==> config.mk <==
export PLATFORM = sky130hd
export DESIGN_NAME = serial_add_ctrl
export DESIGN_NICKNAME = d
export VERILOG_FILES = /design/src/rtl/serial_add_ctrl.sv
export SDC_FILE = /design/constraint.sdc
export NUM_CORES = 1
export LEC_CHECK = 0
export ABC_AREA = 0
export ABC_CLOCK_PERIOD_IN_PS = 1400
export CAP_MARGIN = 20
export CORE_MARGIN = 5
export CORE_UTILIZATION = 47
export DETAILED_ROUTE_END_ITERATION = 8
export PLACE_DENSITY = 0.77
export SLEW_MARGIN = 25
export SYNTH_ARGS = -nofsm -noshare
export SYNTH_HDL_FRONTEND = slang
export SYNTH_SLANG_ARGS = --single-unit
==> constraint.sdc <==
create_clock -name clk -period 1.4 [get_ports clk]
set_input_delay 0.28 -clock clk [delete_from_list [all_inputs] [get_ports clk]]
set_output_delay 0.28 -clock clk [all_outputs]
set_load 0.03 [all_outputs]
==> src/rtl/serial_add_ctrl.sv <==
// Bit-serial adder/subtractor controller: valid/ready operand intake, one
// full-adder bit per cycle through a carry flop, valid/ready result output.

// One full-adder bit; the controller feeds it the LSBs of the shift registers.
module serial_fa (
  input  logic a,
  input  logic b,
  input  logic ci,
  output logic s,
  output logic co
);
  assign s  = a ^ b ^ ci;
  assign co = (a & b) | (a & ci) | (b & ci);
endmodule

module serial_add_ctrl #(
  parameter  int WIDTH = 4,
  localparam int CNT_W = $clog2(WIDTH) + 1
) (
  input  logic             clk,
  input  logic             rst,
  input  logic             in_valid,
  output logic             in_ready,
  input  logic [WIDTH-1:0] a,
  input  logic [WIDTH-1:0] b,
  input  logic             cin,
  input  logic             op_sub,
  output logic             out_valid,
  input  logic             out_ready,
  output logic [WIDTH-1:0] sum,
  output logic             cout,
  output logic             busy
);

  typedef enum logic [1:0] {IDLE, SHIFT, DONE} state_t;

  state_t           state, state_nxt;
  logic [WIDTH-1:0] a_sr, b_sr;
  logic             carry;
  logic [CNT_W-1:0] cnt;
  logic             s_bit, co_bit;
  logic             accept, last;

  serial_fa u_fa (.a(a_sr[0]), .b(b_sr[0]), .ci(carry), .s(s_bit), .co(co_bit));

  assign accept = (state == IDLE) && in_valid;
  assign last   = (cnt == CNT_W'(WIDTH - 1));

  // Handshake flags come only from registered state, never from inputs.
  assign in_ready  = (state == IDLE);
  assign out_valid = (state == DONE);
  assign busy      = (state != IDLE);

  // State register.
  always_ff @(posedge clk) begin
    if (rst) state <= IDLE;
    else     state <= state_nxt;
  end

  // Next-state: IDLE -> SHIFT on accept, SHIFT -> DONE after WIDTH bits,
  // DONE -> IDLE on out handshake (held under backpressure).
  always_comb begin
    state_nxt = state;
    case (state)
      IDLE:    if (accept)    state_nxt = SHIFT;
      SHIFT:   if (last)      state_nxt = DONE;
      DONE:    if (out_ready) state_nxt = IDLE;
      default:                state_nxt = IDLE;
    endcase
  end

  // Datapath: load on accept (subtract = A + ~B + 1), then shift one bit per
  // SHIFT cycle. sum/cout are untouched in IDLE and DONE so the result stays
  // stable while presented and until the next operation overwrites it.
  always_ff @(posedge clk) begin
    if (rst) begin
      a_sr  <= '0;
      b_sr  <= '0;
      carry <= 1'b0;
      cnt   <= '0;
      sum   <= '0;
      cout  <= 1'b0;
    end else begin
      case (state)
        IDLE: if (accept) begin
          a_sr  <= a;
          b_sr  <= op_sub ? ~b : b;
          carry <= op_sub ? 1'b1 : cin;
          cnt   <= '0;
        end
        SHIFT: begin
          sum   <= {s_bit, sum[WIDTH-1:1]};
          a_sr  <= a_sr >> 1;
          b_sr  <= b_sr >> 1;
          carry <= co_bit;
          cnt   <= cnt + CNT_W'(1);
          if (last) cout <= co_bit;
        end
        default: ;
      endcase
    end
  end

endmodule

==> flow_summary.toml, run 1 <==
[finish]
diodes = 0
n_fill_cell = 164
mostFrequentLayoutCell = "dfxtp_1"
finalNetCount = 143
layout_common_cells = "17 x dfxtp_1, 13 x nor2_1, 12 x clkdlybuf4s50_1, 11 x buf_4"
stdcell_count = 150
drive_above_1_share_pct = 24.8
area_delta_synth_final_pct = 38.0

[detailed_routing]
drt-wirelength-per-cell_um = 11.8
drtAntennaViolNets = 0
viasPerCell = 5.11
firstDrtPassIters = 4
via_count = 766
drc = 0
drtIter0Drc = 17
wirelength_mm = 1.77

[sta]
period_share_pct = 97.1
setup_violations = 0
skew_ns = 0.00442
finalHoldViolations = 0
whs_ns = 0.463
rsz0062_at_grt = "true"
fin_crit_ns = 1.36
timing.fmax_mhz = 736
drv_slew = 0
tightestPinTransition_ns = 0.306
slew_headroom_pct = 79.7

[hold_path]
worstHoldPathType = "register to register"
hold_end = "sum[0]$_SDFFE_PP0P_"
hold_depth = 2
min-delay-start = "sum[0]$_SDFFE_PP0P_"

[synthesis]
synth_area_leaders = "dfxtp_1 43%, nor2_1 5.5%, a21oi_1 4.5%"
syn_inst = 95
yosysWarnings = 0
synth_seq_cells = 19
ys_types = 27
synth_area_sq_um = 882
syn_avg_cell_area_sq_um = 9.29
syn_nets = 112
ys_seq_area_share_pct = 43.1
synth_top_area_cell = "dfxtp_1"
synth_top_area_share_pct = 43.1

[place]
io_buffers = 21
routabilityCongestion = 0.769
dp_hpwl_mm = 1.33
placedCellCount = 143

[die]
dieArea_sq_um = 2840
io_pins = 22
start_util_pct = 50.0
rows = 15
core_sq_um = 1760
dieHeight_um = 53.3
die_w_um = 53.3

[critical_path]
slowest_delay_ns = 0.54
cp-start-kind = "register"
endpoint_kind = "register"
timing.rr.end = "carry$_SDFFE_PP0P_"
crit_type = "register to register"
r2r-start = "state[0]$_SDFFE_PP0P_"
cp_max_fo = 11
path_cells = "buf_4 > or4b_4 > a21oi_2 > nor3_1"
worst_ep_arrival_time_ns = 1.56
ff2ff_setup_slack_ns = 0.04
reg2reg_depth = 4
slowest_stage = "or4b_4"
required_ns = 1.60

[clocking]
clk_path_buf_depth = 2
cts_buffers = 3
htree_num_levels = 1
clk_latency_ns = 0.30
root_buffer = "clkbuf_4"
postCtsHoldBufs = 0
cts.sink_count = 19
cts_tree = "built"
clk_pin_slew_ns = 0.11

[flow_run]
maxCapViolCount = 0

[global_routing]
grt_max_degree = 20
grt_pass1_wl_mm = 3.05
grt_pass1_vias = 731
antenna_found_initial = 0
overflow = 0
track_usage_pct = 14.8

[pwr]
p_per_area_nw_per_um2 = 889
ir_drop_mv = 0.627
fin_total_pwr_mw = 1.08
leakage_nw = 0.518

[run_status]
outcome = "completed"
[layout make-up]
class                      count  area (sq um)  area share, %
multi-input combinational     68           459           37.7
tap                           25          31.3           2.57
clock buffer                   3          22.5           1.85
inverter                       2          7.51          0.617
timing repair buffer          32           304           25.0
clock inverter                 1          5.00          0.411
sequential                    19           388           31.9
[synth_stat cells]
library cell,count
a211oi_1,1
a21oi_1,8
a21oi_2,1
a222oi_1,3
a22oi_1,3
a2bb2oi_1,1
buf_2,2
buf_6,2
clkbuf_1,2
dfxtp_1,19
fa_1,1
ha_1,2
inv_1,2
mux2i_1,2
nand2_1,8
nand2b_1,6
nand3b_1,1
nor2_1,13
nor2b_1,2
nor3_1,4
nor3b_2,1
o21ba_2,1
o21bai_2,1
or2_2,1
or3b_2,3
or4b_4,1
xor2_1,4
[worst max path at each step]
| stage | from | endpoint |
|---|---|---|
| 2_1_floorplan | state[0]$_SDFFE_PP0P_ | in_ready |
| 3_3_place_gp | in_valid | carry$_SDFFE_PP0P_ |
| 3_5_place_dp | in_valid | carry$_SDFFE_PP0P_ |
| 4_1_cts | state[0]$_SDFFE_PP0P_ | out_valid |
| 5_1_grt | state[0]$_SDFFE_PP0P_ | in_ready |
| 6_report | state[0]$_SDFFE_PP0P_ | carry$_SDFFE_PP0P_ |
[per-stage QoR]
step           area, sq um  worst slack [ns]  util (%)  TNS, ns
2_1_floorplan          882           0.00329         -        0
3_3_place_gp          1150            -0.224      65.1    -2.27
3_5_place_dp          1150            -0.273      65.1    -2.94
4_1_cts               1210           0.00497      68.4        0
5_1_grt               1220           -0.0101      69.0  -0.0177
6_report              1220            0.0409      69.0        0
[kinds of logic (layout without fill, tap and decap cells)]
| logic type | Yosys count | in the layout | share of synthesized area [%] |
|---|---|---|---|
| buffers and inverters | 8 | 38 | 5.39 |
| muxes | 2 | 2 | 2.27 |
| xor gates and xnor gates | 4 | 4 | 3.97 |
| DFF | 19 | 19 | 43.1 |
| and+or+nand+nor | 40 | 40 | 24.4 |
| adders and majority gates | 3 | 3 | 5.11 |
| AOI/OAI and AO/OA | 19 | 19 | 15.7 |
[critical path, delay by kind of cell (launching register included)]
kind | cells | cell delay [ns]
and+or+nand+nor | 2 | 0.59
buffers and inverters | 1 | 0.17
DFF | 1 | 0.36
AOI/OAI and AO/OA | 1 | 0.14
[metal layers]
layer	global-route usage [%]	wire length (um)	share of wire, %	vias to the layer above
met5	0	0	0	-
met4	10.2	48	2.7	0
met3	2.82	79	4.5	4
met2	26.1	851	48	18
met1	15.6	793	45	353
li1	-	-	-	391
[power breakdown]
group / internal, mW / total (mW) / switching, mW
Combinational: 0.121 / 0.222 / 0.101
Clock: 0.106 / 0.273 / 0.167
Sequential: 0.567 / 0.587 / 0.0191
Total: 0.795 / 1.08 / 0.287
[registers in the layout, indices dropped and copies added, names as in the netlist]
signal	cells
cout	1
b_sr	4
carry	1
a_sr	4
sum	4
cnt	3
state	2
[timing repair]
| action | CTS | global route |
|---|---|---|
| cloned | 0 | 0 |
| setup buffers | 3 | 0 |
| resized for setup | 12 | 5 |
| pin swaps | 0 | 1 |
| endpoints found under the setup margin | 8 | 8 |
Power figures use the tool's default switching activity.
==> inputs of run 2 (changes only) <==
Settings changed: ABC_AREA 0 to 1, CORE_UTILIZATION 47 to 48.
==> run 2 against run 1 <==
Effect of this change:
- routed wire length up 10%
- utilization is 6.7 points lower
- power rose by 3.8%
- worst hold slack improved by 0.011 ns
==> flow_summary.toml, run 2 <==
[run_status]
outcome = "completed"

[synthesis]
yosysWarnings = 0
synth_top_family_by_area = "simple AND/OR/NAND/NOR gates"
syn_avg_cell_area_sq_um = 7.18
synth_top_area_share_pct = 39.8
synth_area_sq_um = 955
synth_seq_cells = 19
synth_area_leaders = "dfxtp_1 40%, nand2_1 12%, nor2_1 11%"
async_flop_share_pct = 0
synth_enable_flop_cells = 0
synthMuxAreaShare_pct = 0
synth_xor_area_share_pct = 0.917
synth_compound_area_share_pct = 7.86
yosysMostFrequentCell = "nand2_1"
ys_top_cells_by_count = "31 x nand2_1, 27 x nor2_1, 19 x dfxtp_1, 13 x nand3_1, 12 x inv_1"
synth_simple_gate_area_share_pct = 36.2
ys_types = 23
syn_nets = 150
syn_inst = 133
ys.flop_type = "dfxtp_1"
synth_top_area_cell = "dfxtp_1"
ys_seq_area_share_pct = 39.8
synthAdderAreaFrac_pct = 4.72

[global_routing]
antenna_found_initial = 0
grt_pass1_wl_mm = 3.09
grt_pass1_vias = 756
grt_max_degree = 17
overflow = 0
track_usage_pct = 14.8

[critical_path]
path_cells = "dlygate4sd2_1"
worst_ep_arrival_time_ns = 1.06
crit_type = "register to primary output"
crit_buf_inv = 1
slowest_stage = "dlygate4sd2_1"
slowest_delay_ns = 0.41
cp-start-kind = "register"
cp_max_fo = 3
endpoint_kind = "primary output"
required_ns = 1.12
r2r-start = "carry$_SDFFE_PP0P_"
critical_path.top_delay_family = "buffers and inverters"
cp-startpoint = "sum[1]$_SDFFE_PP0P_"

[clocking]
cts.sink_count = 19
clk_pin_slew_ns = 0.10
clk_path_buf_depth = 2
cts_tree = "built"
post_cts_buffers = 0
htree_num_levels = 1
cts_buffers = 3
clk_latency_ns = 0.30
root_buffer = "clkbuf_4"
postCtsHoldBufs = 0

[finish]
design_area_sq_um = 1200
n_fill_cell = 209
layout_common_cells = "31 x nand2_1, 27 x nor2_1, 18 x dfxtp_1, 13 x nand3_1, 13 x clkdlybuf4s50_1"
fin_util_pct = 62.3
stdcell_count = 185
reg.largest.list = "a_sr: 4 flops, b_sr: 4 flops, sum: 4 flops"
area_delta_synth_final_pct = 25.4
drive_above_1_share_pct = 13.9
mostFrequentLayoutCell = "nand2_1"
finalNetCount = 176
diodes = 0

[detailed_routing]
wirelength_mm = 1.96
drtIter0Drc = 9
wl_met3_um = 87
drc = 0
top_layer = "met4"
via_count = 874
firstDrtPassIters = 4
drtAntennaViolNets = 0
wl_met2_mm = 1.02
viasPerCell = 4.72
drt-met1-wl_um = 829
drt-wirelength-per-cell_um = 10.6

[pwr]
p_per_area_nw_per_um2 = 937
ir_drop_mv = 0.668
fin_total_pwr_mw = 1.12
leakage_nw = 0.574

[place]
io_buffers = 21
dp_hpwl_mm = 1.55
placed_area_sq_um = 1170
placedCellCount = 181
routabilityCongestion = 0.830

[die]
die_w_um = 54.6
io_pins = 22
start_util_pct = 49.7
dieArea_sq_um = 2980
dieHeight_um = 54.6
rows = 16
core_sq_um = 1920

[sta]
whs_ns = 0.474
skew_ns = 0.00480
period_share_pct = 95.6
slew_headroom_pct = 79.3
finalHoldViolations = 0
fin_crit_ns = 1.34
drv_slew = 0
rsz0062_at_grt = "true"
setup_violations = 0
timing.fmax_mhz = 747
tightestPinTransition_ns = 0.311

[hold_path]
min-delay-start = "cout$_SDFFE_PP0P_"
worstHoldPathType = "register to register"

[flow_run]
maxCapViolCount = 0
==> run 2: cell types whose count changed in the layout (fill, tap and decap cells not counted), moves of 5 or more <==
| cell | change |
|---|---|
| buf_4 | -5 |
| nand3_1 | +13 |
| inv_1 | +11 |
| nand2_1 | +23 |
| nand2b_1 | -6 |
| o21ai_0 | +5 |
| nor2_1 | +14 |
==> run 2: cell families after synthesis <==
group                    count (synthesis)
XOR/XNOR                                 1
flip-flops                              19
AND/OR/NAND/NOR                         79
AO/OA/AOI/OAI                           13
adder cells (fa/ha/maj)                  3
buffers and inverters                   18
==> run 2: path summary, 6_finish.rpt <==
check	slack, ns	endpoint	cells after the start
min reg2reg	0.47	cout$_SDFFE_PP0P_	2
min	0.47	cout$_SDFFE_PP0P_	2
max	0.06	sum[1]	1
max reg2reg	0.22	sum[3]$_SDFFE_PP0P_	3
==> run 2: stage by stage <==
step | TNS (ns) | setup WS [ns]
detailed placement | -0.184 | -0.0565
finish | 0 | 0.0613
floorplan | 0 | 0.258
CTS | 0 | 0.0346
global route | -0.0159 | -0.0159
global placement | -0.0479 | -0.0169
==> run 2: layout make-up <==
class	instances	area (sq um)	share of cell area (%)
clock buffers	4	26.3	2.19
flip-flops and latches	19	382	31.9
well taps	27	33.8	2.82
multi-input cells	96	474	39.6
inverters	15	61.3	5.12
repair buffers	24	220	18.4
==> run 2: repair_timing <==
action,in CTS,in global routing
endpoints found under the setup margin,5,3
gates cloned,0,0
resized for setup,5,2
endpoints found under the hold margin,0,0
==> run 2: worst min-delay path, cell delays in order, from the launching register on <==
cell	delay (ns)
dfxtp_1	0.32
nand2_1	0.07
a21oi_2	0.04
==> run 2: per-layer routing <==
metal	vias up	global-route usage [%]
li1	468	-
met1	391	15.8
met2	11	26.4
met3	4	5.72
met4	0	4.98
met5	-	0
==> run 2: power breakdown <==
group | internal [mW] | switching (mW) | total (mW)
Clock | 0.111 | 0.161 | 0.272
Combinational | 0.106 | 0.142 | 0.248
Sequential | 0.576 | 0.0255 | 0.602
Total | 0.794 | 0.329 | 1.12
